[config.mk]
export PLATFORM = sky130hd
export DESIGN_NAME = ram_scan_reader
export DESIGN_NICKNAME = d
export VERILOG_FILES = /design/src/rtl/ram_scan_pkg.sv /design/src/rtl/ram_word_decode.sv /design/src/rtl/ram_scan_reader.sv
export SDC_FILE = /design/constraint.sdc
export NUM_CORES = 1
export LEC_CHECK = 0
export CAP_MARGIN = 25
export CORE_MARGIN = 2
export CORE_UTILIZATION = 51
export CTS_CLUSTER_SIZE = 16
export DETAILED_ROUTE_END_ITERATION = 8
export GPL_TIMING_DRIVEN = 0
export PLACE_DENSITY = 0.92
export SYNTH_ARGS = -nofsm -noshare
export SYNTH_HDL_FRONTEND = slang
export SYNTH_SLANG_ARGS = --single-unit
[constraint.sdc]
create_clock -name CLK -period 4.7 [get_ports CLK]
set_input_delay 0.94 -clock CLK [delete_from_list [all_inputs] [get_ports CLK]]
set_output_delay 0.94 -clock CLK [all_outputs]
set_load 0.03 [all_outputs]
[src/rtl/ram_scan_pkg.sv]
// Shared types and field layout for the 16x4 result RAM word format.
package ram_scan_pkg;

    typedef enum logic [2:0] {
        ST_IDLE,
        ST_SETTLE,
        ST_CAPTURE,
        ST_HOLD,
        ST_DONE
    } scan_state_t;

    // Stored word: bit 3 = adder carry, bits 2:1 = adder sum, bit 0 = F1.
    localparam int WORD_W   = 4;
    localparam int F1_POS   = 0;
    localparam int SUM_LSB  = 1;
    localparam int SUM_MSB  = 2;
    localparam int COUT_POS = 3;

    localparam int ADD_W = 3;
    localparam int CNT_W = 5;
    localparam int TOT_W = 7;

endpackage

[src/rtl/ram_word_decode.sv]
// Combinational decode of one result-RAM word into F1 and the 3-bit adder result.
module ram_word_decode
    import ram_scan_pkg::*;
(
    input  logic [WORD_W-1:0] word,
    output logic              f1_bit,
    output logic [ADD_W-1:0]  add_val
);

    assign f1_bit  = word[F1_POS];
    assign add_val = {word[COUT_POS], word[SUM_MSB:SUM_LSB]};

endmodule

[src/rtl/ram_scan_reader.sv]
// Sweeps the result RAM, presents each decoded word over VALID/READY and
// accumulates F1 count, adder total and first-occurrence maximum.
module ram_scan_reader
    import ram_scan_pkg::*;
#(
    parameter int AW         = 4,
    parameter int DW         = 4,
    parameter int FIRST_ADDR = 0,
    parameter int LAST_ADDR  = 15
) (
    input  logic             CLK,
    input  logic             RST,
    input  logic             START,
    input  logic             ABORT,
    output logic [AW-1:0]    A,
    input  logic [DW-1:0]    Do,
    output logic             BUSY,
    output logic             VALID,
    input  logic             READY,
    output logic [AW-1:0]    ADDR_OUT,
    output logic [DW-1:0]    DOUT,
    output logic             F1_BIT,
    output logic [ADD_W-1:0] ADD_VAL,
    output logic [CNT_W-1:0] F1_CNT,
    output logic [TOT_W-1:0] TOTAL,
    output logic [ADD_W-1:0] MAX_VAL,
    output logic [AW-1:0]    MAX_ADDR,
    output logic             DONE
);

    if (LAST_ADDR < FIRST_ADDR) begin : g_bad_range
        $error("ram_scan_reader: LAST_ADDR must be >= FIRST_ADDR");
    end
    if (DW != WORD_W) begin : g_bad_width
        $error("ram_scan_reader: DW must match the 4-bit word layout");
    end

    localparam logic [AW-1:0] FIRST_A = AW'(FIRST_ADDR);
    localparam logic [AW-1:0] LAST_A  = AW'(LAST_ADDR);

    scan_state_t      state_q;
    scan_state_t      state_d;
    logic             dec_f1;
    logic [ADD_W-1:0] dec_add;
    logic             at_last;

    ram_word_decode u_decode (
        .word   (Do),
        .f1_bit (dec_f1),
        .add_val(dec_add)
    );

    assign at_last = (A == LAST_A);

    always_ff @(posedge CLK or posedge RST) begin
        if (RST) state_q <= ST_IDLE;
        else     state_q <= state_d;
    end

    // ABORT only matters while a scan is running; START only when it is not.
    always_comb begin
        state_d = state_q;
        case (state_q)
            ST_IDLE, ST_DONE: if (START) state_d = ST_SETTLE;
            ST_SETTLE:        state_d = ABORT ? ST_IDLE : ST_CAPTURE;
            ST_CAPTURE:       state_d = ABORT ? ST_IDLE : ST_HOLD;
            ST_HOLD: begin
                if (ABORT)      state_d = ST_IDLE;
                else if (READY) state_d = at_last ? ST_DONE : ST_SETTLE;
            end
            default:          state_d = ST_IDLE;
        endcase
    end

    always_comb begin
        BUSY  = 1'b0;
        VALID = 1'b0;
        DONE  = 1'b0;
        case (state_q)
            ST_SETTLE, ST_CAPTURE: BUSY = 1'b1;
            ST_HOLD: begin
                BUSY  = 1'b1;
                VALID = 1'b1;
            end
            ST_DONE: DONE = 1'b1;
            default: ;
        endcase
    end

    // Statistics change only in CAPTURE, so HOLD stalls can never recount an entry.
    always_ff @(posedge CLK or posedge RST) begin
        if (RST) begin
            A        <= '0;
            ADDR_OUT <= '0;
            DOUT     <= '0;
            F1_BIT   <= 1'b0;
            ADD_VAL  <= '0;
            F1_CNT   <= '0;
            TOTAL    <= '0;
            MAX_VAL  <= '0;
            MAX_ADDR <= '0;
        end else begin
            case (state_q)
                ST_IDLE, ST_DONE: begin
                    if (START) begin
                        A        <= FIRST_A;
                        F1_CNT   <= '0;
                        TOTAL    <= '0;
                        MAX_VAL  <= '0;
                        MAX_ADDR <= '0;
                    end
                end
                ST_CAPTURE: begin
                    DOUT     <= Do;
                    F1_BIT   <= dec_f1;
                    ADD_VAL  <= dec_add;
                    ADDR_OUT <= A;
                    F1_CNT   <= F1_CNT + CNT_W'(dec_f1);
                    TOTAL    <= TOTAL + TOT_W'(dec_add);
                    if (dec_add > MAX_VAL) begin
                        MAX_VAL  <= dec_add;
                        MAX_ADDR <= A;
                    end
                end
                ST_HOLD: begin
                    if (!ABORT && READY && !at_last) A <= A + 1'b1;
                end
                default: ;
            endcase
        end
    end

endmodule

# ---- After elaboration in Yosys (flattened, before gate mapping)
# Index checks and enable logic that the tools add are counted.
dict set report totals {
  register_bits 38
  output_inout_bits 38
}
dict set report op_classes {
  eq_ne 9
  order_cmp 1
  addsub 3
  muxes 22
  n_reduce_logical 13
}
# op n
set ops {}
lappend ops {{3-bit two-way mux} 6}
lappend ops {{4-bit case mux with 2 select lines} 2}
lappend ops {{7-bit case mux with 2 select lines} 1}
lappend ops {{4-bit two-way mux} 3}
lappend ops {{3-bit case mux with 4 select lines} 1}
lappend ops {{5-bit case mux with 2 select lines} 1}
lappend ops {{7-bit by 3-bit adder with 7-bit output} 1}
lappend ops {{7-bit two-way mux} 1}
lappend ops {{3-bit by 2-bit equality test with 1-bit output, second input constant} 2}
lappend ops {{2-bit inequality test, second input constant} 3}
lappend ops {{3-bit case mux with 2 select lines} 1}
lappend ops {{3-bit AND reduction} 2}
lappend ops {{5-bit by 1-bit adder with 5-bit output} 1}
lappend ops {{5-bit two-way mux} 1}
lappend ops {{4-bit by 1-bit adder with 4-bit output, second input constant} 1}
lappend ops {{4-bit equality test, second input constant} 1}
lappend ops {{2-bit two-way mux} 2}
lappend ops {{2-bit AND reduction} 2}
lappend ops {{2-bit nonzero test} 2}
lappend ops {{3-bit by 1-bit equality test with 1-bit output, second input constant} 1}
lappend ops {{3-bit equality test, second input constant} 1}
lappend ops {{3-bit greater-than comparator} 1}
lappend ops {{3-bit zero test} 1}
lappend ops {{1-bit two-way mux} 3}
lappend ops {{5 further kinds} 7}

# ---- Depth between registers and ports, before layout
# Gate-level depths: netlist (run 1).
dict set report logic_depth {
  word_depth 5
  depth_mapped 6
  mapped_depth_nobuf 6
}

# ---- By module
# Synthesis (run 1) repeated with hierarchy kept, for this count alone.
dict set report unflattened {
  hier_cells 195
  area_unflattened_um2 1834.3
}
# mod instances area_each_um2 cells_each
set modules_own_cells {}
lappend modules_own_cells {ram_scan_reader 1 1804.2 191}
lappend modules_own_cells {ram_word_decode 1 30.0 4}

# ---- Least setup slack after synthesis (run 1)
# OpenSTA, ideal clock, no wires.
dict set report synth_path {
  path_kind {input-to-reg}
  start {input port Do[2]}
  end {register MAX_VAL[1]}
  path_stages 5
  required_ns 4.575
  setup_slack_ns 2.548
  arrival_time_ns 2.027
  path_buffers 0
  path_cell_list {ha_1 -> nor2b_1 -> o21ai_1 -> a21oi_4 -> mux2_4}
}
dict set report synth_between {
  elab_chain_cells 3
}
# element line
set synth_lines {}
lappend synth_lines {{start: declaration} ram_scan_reader.sv:16} ;# input logic [DW-1:0] Do,
lappend synth_lines {{3-bit greater-than comparator} ram_scan_reader.sv:120} ;# if (dec_add > MAX_VAL) begin
lappend synth_lines {{2-bit inequality test (no line)} --}
lappend synth_lines {{3-bit AND reduction (no line)} --}
lappend synth_lines {{end signal: assignment} ram_scan_reader.sv:100} ;# MAX_VAL <= '0;
lappend synth_lines {{end signal: assignment} ram_scan_reader.sv:109} ;# MAX_VAL <= '0;
lappend synth_lines {{end signal: assignment} ram_scan_reader.sv:121} ;# MAX_VAL <= dec_add;
lappend synth_lines {{end: declaration} ram_scan_reader.sv:26} ;# output logic [ADD_W-1:0] MAX_VAL,
# Several ways; a longest one is shown, not always the timed one. The select of a mux whose other input is x is not followed.
# A chain may end at the register's enable or synchronous reset.

# ---- Worst setup path after layout (run 1)
dict set report layout_path {
  start {register state_q[0]}
  end {output port DONE}
}
dict set report layout_between {
  elab_chain_cells 2
}
# element line
set layout_lines {}
lappend layout_lines {{start: declaration} ram_scan_reader.sv:41} ;# scan_state_t state_q;
lappend layout_lines {{start signal: assignment} ram_scan_reader.sv:57} ;# else state_q <= state_d;
lappend layout_lines {{3-bit equality test} ram_scan_reader.sv:79} ;# case (state_q)
lappend layout_lines {{1-bit two-way mux} ram_scan_reader.sv:79}
lappend layout_lines {{end: declaration} ram_scan_reader.sv:28} ;# output logic DONE
# No other way between the ends.

==> impl_metrics.py, run 1 <==
metrics = {
    "outcome": {
        "run_status": "finished, final reports clean",
    },
    "logic_synthesis": {
        "syn-num-nets": 179,
        "synth_enable_flop_cells": 0,
        "synthesis_stage_register_bit_count": 34,
        "yosysSeqAreaShare_pct": 48.6,
        "post_synth_instance_area_mm2": 0.00175,
        "ys_warn_count": 0,
        "most_instantiated_flip_flop_cell_in_the_synthesis_netlist": "dfrtp_1",
        "yosysUniqueCellTypes": 39,
        "synth_async_sr_flop_share_pct": 100,
        "post_synth_inst_count": 160,
        "syn_area_per_cell_um2": 10.9,
    },
    "drt": {
        "vias_per_cell": 5.38,
        "post_route_antenna_net_violation_count": 0,
        "dr.pass1.iters": 4,
        "detail_route.iter0.violations": 25,
        "drc": 0,
        "routedWlPerCell_um": 14.3,
        "route.final.wire_length_um": 3710,
        "routed-via-count": 1398,
    },
    "die": {
        "chipWidth_um": 62.6,
        "dieHeight_um": 62.6,
        "die_area_mm2": 0.00392,
        "ioPinCount": 47,
        "fp.coreArea_mm2": 0.00331,
        "floorplan.initialDensity_pct": 52.9,
        "num_rows": 21,
    },
    "cts": {
        "tritoncts_num_sinks": 34,
        "ctsRootBufferMaster": "clkbuf_4",
        "postCtsResizedCells": 0,
        "cts.hold.buffers_added": 0,
        "post_cts.repair.setup_buffers": 0,
        "cts_max_path_buffers": 2,
        "cts.reportedPaths.clkPinSlew_ns": 0.10,
        "h_tree_level_count": 2,
        "tritoncts_clock_tree": "built",
        "total_cts_buffers": 5,
        "insertion_delay_ns": 0.33,
    },
    "sta": {
        "timing.final.crit_share_pct": 59.4,
        "finalSetupViolations": 0,
        "final_report_hold_violation_count": 0,
        "finClkSkew_ns": 0.00729,
        "timing.max_slew.rel_slack_pct": 60.5,
        "worst_slew_pin_slew_ns": 0.591,
        "clock.fmax_mhz": 358,
        "setup_repair_after_global_routing_missed_its_margin": "false",
        "post-route-min-period_ns": 2.79,
        "slew_viol_final": 0,
        "setup-tns-final_ns": 0,
    },
    "placement": {
        "dp.final_hpwl_um": 2890,
        "buffer_ports.inserted": 46,
        "gp_congestion": 0.816,
        "dpl-instance-area_mm2": 0.00230,
    },
    "final_layout": {
        "final.fill_count": 277,
        "areaGrowthSynthToFinish_pct": 33.9,
        "final_core_utilization_pct": 70.8,
        "drive_gt1_share_pct": 14.0,
        "final_area_mm2": 0.00234,
        "seqCellArea_um2": 851,
        "final_net_count": 233,
        "multiInputGateArea_um2": 788,
        "antenna_cells_inserted": 0,
    },
    "grt": {
        "grt_max_degree": 22,
        "grt_overflow": 0,
        "grt_first_pass_wirelength_um": 6440,
        "number_of_global_route_vias_before_repair": 1360,
        "grt_antenna_before_repair": 0,
        "globalRouteTotalUtil_pct": 21.1,
    },
    "pwr": {
        "power.leakage_nw": 1.08,
        "power_density_mw_per_mm2": 472,
        "irDropWorstVdd_mv": 0.247,
    },
    "worst_setup_path": {
        "cp.required_ns": 3.76,
        "endpoint_kind_of_the_worst_setup_timing_path": "primary output",
        "crit_arrival_ns": 1.85,
        "critical_path.startpoint_type": "flop",
        "path_class": "reg2out",
        "crit_path_max_fanout": 10,
    },
    "min_path": {
        "hp-class": "reg2reg",
    },
    "flow_run": {
        "cap_viol_max_count": 0,
    },
}
==> cell families after synthesis <==
logic type / after synthesis / share of synthesized area, %
AND/OR/NAND/NOR: 46 / 13.7
flip-flops: 34 / 48.6
AO/OA/AOI/OAI: 29 / 11.8
buffers and inverters: 22 / 6.36
multiplexers: 18 / 11.5
adder cells (fa/ha/maj): 10 / 7.58
XOR/XNOR: 1 / 0.500
==> Yosys cell counts, types with 2 or more instances <==
cell type | instances | area share [%]
dfrtp_1 | 34 | 49
nand2_1 | 16 | 3.4
inv_1 | 13 | 2.8
ha_1 | 9 | 6.4
mux2_2 | 9 | 5.8
mux2i_1 | 7 | 4.0
nand3_1 | 7 | 2.0
nor2_1 | 7 | 1.5
a22o_1 | 6 | 3.0
buf_4 | 5 | 2.1
o21ai_0 | 5 | 1.4
a21oi_1 | 4 | 1.1
nand4_1 | 4 | 1.4
nor2b_1 | 3 | 1.1
a21o_1 | 2 | 0.86
buf_2 | 2 | 0.57
mux2_4 | 2 | 1.7
nor3b_2 | 2 | 1.4
o211ai_1 | 2 | 0.86
o22ai_1 | 2 | 0.71
==> path summary, 6_finish.rpt <==
kind / startpoint / cells after the start / slack [ns] / end
max in group asynchronous: RST / 3 / 3.23 / TOTAL[5]$_DFFE_PP0P_
hold / removal: F1_CNT[4]$_DFFE_PP0P_ / 1 / 0.51 / F1_CNT[4]$_DFFE_PP0P_
hold reg to reg: F1_CNT[4]$_DFFE_PP0P_ / 1 / 0.51 / F1_CNT[4]$_DFFE_PP0P_
setup reg to reg: MAX_VAL[1]$_DFFE_PP0P_ / 6 / 2.98 / MAX_VAL[2]$_DFFE_PP0P_
setup / recovery: state_q[0]$_DFFE_PP0P_ / 5 / 1.91 / DONE
min in group asynchronous: RST / 2 / 0.96 / MAX_VAL[0]$_DFFE_PP0P_
==> critical path, stage by stage (launching register included) <==
cell and delay (ns):
dfrtp_1 0.38, buf_6 0.14, nor2_1 0.17, nand2_1 0.10, inv_1 0.07, clkdlybuf4s50_1 0.66
==> through the flow <==
step                      instances  hold slack, ns  total power [mW]  setup WS [ns]
after floorplan                 160           0.587             0.755           2.55
after global placement          252           0.472             0.940           1.89
after detailed placement        253           0.482             0.971           1.83
after CTS                       260           0.503              1.12           1.90
after global routing            260           0.526              1.17           1.82
final                           260           0.506              1.11           1.91
==> flip-flops by register name, summed over array words and instances (netlist names) <==
name      flops
MAX_ADDR      4
DOUT          4
ADDR_OUT      4
state_q       3
A             4
F1_CNT        5
TOTAL         7
MAX_VAL       3
==> metal layers <==
| layer | share of wire [%] | track usage [%] | wire [um] |
|---|---|---|---|
| met1 | 42 | 25.8 | 1550 |
| met2 | 52 | 36.4 | 1910 |
| met3 | 5.2 | 5.41 | 191 |
| met4 | 1.4 | 6.94 | 53 |
| met5 | 0 | 0 | 0 |
==> cells in the final DEF, fill, tap and decap left out, types with 3 or more instances in the layout <==
| cell type | count |
|---|---|
| a21oi_1 | 4 |
| a22o_1 | 6 |
| buf_4 | 5 |
| clkbuf_4 | 5 |
| clkdlybuf4s50_1 | 46 |
| dfrtp_1 | 34 |
| ha_1 | 9 |
| inv_1 | 13 |
| mux2_2 | 9 |
| mux2i_1 | 7 |
| nand2_1 | 16 |
| nand3_1 | 7 |
| nand4_1 | 4 |
| nor2_1 | 7 |
| nor2b_1 | 3 |
| o21ai_0 | 5 |
==> where the power goes <==
| group | total (mW) | internal [mW] | switching, mW |
|---|---|---|---|
| sequential | 0.399 | 0.349 | 0.0499 |
| clock | 0.146 | 0.0537 | 0.0919 |
| combinational | 0.561 | 0.255 | 0.306 |
| total | 1.11 | 0.658 | 0.448 |
==> final cells by class <==
type / count / share of cell area [%]
clock buffers: 5 / 1.60
repair buffers: 47 / 20.8
inverters: 13 / 2.08
plain buffers: 9 / 2.67
clock inverters: 2 / 0.427
multi-input cells: 104 / 33.6
well taps: 46 / 2.46
flip-flops and latches: 34 / 36.3
(Power assumes the default switching activity.)
==> run 2: changes to the inputs <==
--- a/config.mk
+++ b/config.mk
@@ -7,11 +7,11 @@
 export LEC_CHECK = 0
 export CAP_MARGIN = 25
 export CORE_MARGIN = 2
-export CORE_UTILIZATION = 51
+export CORE_UTILIZATION = 48
 export CTS_CLUSTER_SIZE = 16
 export DETAILED_ROUTE_END_ITERATION = 8
 export GPL_TIMING_DRIVEN = 0
-export PLACE_DENSITY = 0.92
+export PLACE_DENSITY = 0.87
 export SYNTH_ARGS = -nofsm -noshare
 export SYNTH_HDL_FRONTEND = slang
 export SYNTH_SLANG_ARGS = --single-unit
==> constraint.sdc (replaced) <==
create_clock -name CLK -period 2.9 [get_ports CLK]
set_input_delay 0.58 -clock CLK [delete_from_list [all_inputs] [get_ports CLK]]
set_output_delay 0.58 -clock CLK [all_outputs]
set_load 0.03 [all_outputs]
==> run 2 against run 1 <==
Net effect:
- clock power grew 92%
- worst hold slack got worse by 0.019 ns
- highest routed layer unchanged
- clock skew increased by 0.0062 ns
- core utilization is 1.8 points lower
- critical endpoint unchanged
==> impl_metrics.py, run 2 (same netlist as run 1, synthesis figures left out) <==
metrics = {
    "final_layout": {
        "final_net_count": 233,
        "drive_gt1_share_pct": 14.0,
        "flip_flop_count_of_the_largest_register_after_layout": 7,
        "most-common-layout-cells": "clkdlybuf4s50_1 (46), dfrtp_1 (34), nand2_1 (16)",
        "biggestRegsByFlops": "TOTAL: 7 flops, F1_CNT: 5 flops",
        "final.fill_count": 280,
        "most_frequent_standard_cell_in_the_layout_excluding_fill_and_tap_cells": "clkdlybuf4s50_1",
        "largest_register": "TOTAL",
        "layoutNonFillerInstCount": 261,
        "areaGrowthSynthToFinish_pct": 34.6,
        "antenna_cells_inserted": 0,
    },
    "worst_setup_path": {
        "critical_path.cell_chain": "buf_6 -> nor2_1 -> nand2_1 -> inv_1 -> clkdlybuf4s50_1",
        "crit_arrival_ns": 1.90,
        "crit_path_max_fanout": 10,
        "critical_path.top_delay_family": "buffers and inverters",
        "timing.critical_path.depth": 5,
        "cpPeakStageDelay_ns": 0.66,
        "cp.required_ns": 2.32,
        "reg2reg_depth": 6,
        "endpoint_kind_of_the_worst_setup_timing_path": "primary output",
        "critical_path.startpoint_type": "flop",
        "path_class": "reg2out",
        "timing.critical_path.buf_inv": 3,
        "critical_path.slowest_cell": "clkdlybuf4s50_1",
    },
    "cts": {
        "cts.reportedPaths.clkPinSlew_ns": 0.11,
        "ctsRootBufferMaster": "clkbuf_4",
        "tritoncts_num_sinks": 34,
        "tritoncts_clock_tree": "built",
        "insertion_delay_ns": 0.35,
        "postCtsResizedCells": 0,
        "post_cts.repair.setup_buffers": 0,
        "h_tree_level_count": 2,
        "total_cts_buffers": 5,
        "cts.hold.buffers_added": 0,
        "cts_max_path_buffers": 2,
    },
    "drt": {
        "met3WireLength_um": 208,
        "routed-via-count": 1397,
        "met2WireLength_um": 1810,
        "drc": 0,
        "detail_route.iter0.violations": 29,
        "vias_per_cell": 5.35,
        "wirelength_met1_um": 1610,
        "route.final.wire_length_um": 3670,
        "post_route_antenna_net_violation_count": 0,
        "dr.pass1.iters": 4,
        "routedWlPerCell_um": 14.1,
        "top_layer_reached_by_signal_wires": "met4",
    },
    "die": {
        "num_rows": 21,
        "dieHeight_um": 64.4,
        "chipWidth_um": 64.4,
        "fp.coreArea_mm2": 0.00342,
        "ioPinCount": 47,
        "floorplan.initialDensity_pct": 51.2,
        "die_area_mm2": 0.00415,
    },
    "grt": {
        "grt_antenna_before_repair": 0,
        "globalRouteTotalUtil_pct": 19.9,
        "number_of_global_route_vias_before_repair": 1308,
        "grt_overflow": 0,
        "grt_first_pass_wirelength_um": 6220,
        "grt_max_degree": 24,
    },
    "sta": {
        "final_report_hold_violation_count": 0,
        "timing.final.crit_share_pct": 85.4,
        "post-route-min-period_ns": 2.48,
        "slew_viol_final": 0,
        "setup-tns-final_ns": 0,
        "timing.max_slew.rel_slack_pct": 63.4,
        "finalSetupViolations": 0,
        "clock.fmax_mhz": 404,
        "setup_repair_after_global_routing_missed_its_margin": "false",
        "worst_slew_pin_slew_ns": 0.548,
        "finClkSkew_ns": 0.0135,
    },
    "outcome": {
        "run_status": "finished, final reports clean",
    },
    "flow_run": {
        "cap_viol_max_count": 0,
    },
    "min_path": {
        "hp-class": "reg2reg",
        "instance_count_along_the_most_critical_hold_path": 1,
    },
    "pwr": {
        "power.leakage_nw": 1.09,
        "total_power_mw": 1.82,
        "irDropWorstVdd_mv": 0.334,
        "power_density_mw_per_mm2": 774,
    },
    "placement": {
        "gp_congestion": 0.755,
        "buffer_ports.inserted": 46,
        "place.detailed.instances": 253,
        "dp.final_hpwl_um": 2720,
    },
}
[run 2: layout make-up]
class	instances	area, um2	area share [%]
Sequential cell	34	851	36.1
Multi-Input combinational cell	104	788	33.5
Timing Repair Buffer	47	488	20.7
Buffer	9	62.6	2.66
Tap cell	46	57.6	2.44
Clock buffer	7	55.1	2.34
Inverter	13	48.8	2.07
Clock inverter	1	5.00	0.212
[run 2: routing by layer]
layer  vias to the layer above  global-route usage (%)
li1                        671                       -
met1                       680                    25.4
met2                        40                    31.9
met3                         6                    6.34
met4                         0                    7.18
met5                         -                       0
[run 2: final timing paths]
check,from,end,slack [ns]
min reg2reg,TOTAL[6]$_DFFE_PP0P_,TOTAL[6]$_DFFE_PP0P_,0.49
min,TOTAL[6]$_DFFE_PP0P_,TOTAL[6]$_DFFE_PP0P_,0.49
max in group asynchronous,RST,F1_CNT[1]$_DFFE_PP0P_,1.83
min in group asynchronous,RST,DOUT[3]$_DFFE_PP0N_,0.57
max,state_q[0]$_DFFE_PP0P_,DONE,0.42
max reg2reg,TOTAL[0]$_DFFE_PP0P_,TOTAL[6]$_DFFE_PP0P_,1.15
[run 2: worst register-to-register path, stage by stage, from the launching register on]
cell and delay, ns:
dfrtp_1 0.41, ha_1 0.22, fa_1 0.42, a21oi_1 0.24, nor2_1 0.08, nand4_1 0.12, mux2i_1 0.20
[run 2: power breakdown]
part	internal [mW]	switching, mW	total, mW
Sequential	0.566	0.0766	0.642
Clock	0.117	0.164	0.281
Combinational	0.412	0.488	0.899
Total	1.10	0.728	1.82
[run 2: per-stage QoR]
stage                     hold slack (ns)  area (um2)  setup WS [ns]  util (%)
after floorplan                     0.587        1750           1.09         -
after global placement              0.480        2270          0.450      66.4
after detailed placement            0.473        2300          0.414      67.2
after CTS                           0.494        2360          0.415      69.0
after global routing                0.517        2360          0.308      69.0
final                               0.487        2360          0.425      69.0
==> run 3: changes to the inputs <==
--- a/config.mk
+++ b/config.mk
@@ -5,7 +5,7 @@
 export SDC_FILE = /design/constraint.sdc
 export NUM_CORES = 1
 export LEC_CHECK = 0
-export CAP_MARGIN = 25
+export CAP_MARGIN = 15
 export CORE_MARGIN = 2
 export CORE_UTILIZATION = 48
 export CTS_CLUSTER_SIZE = 16
==> results of run 3 <==
No change in the layout: final DEF, timing and power equal those of run 2.
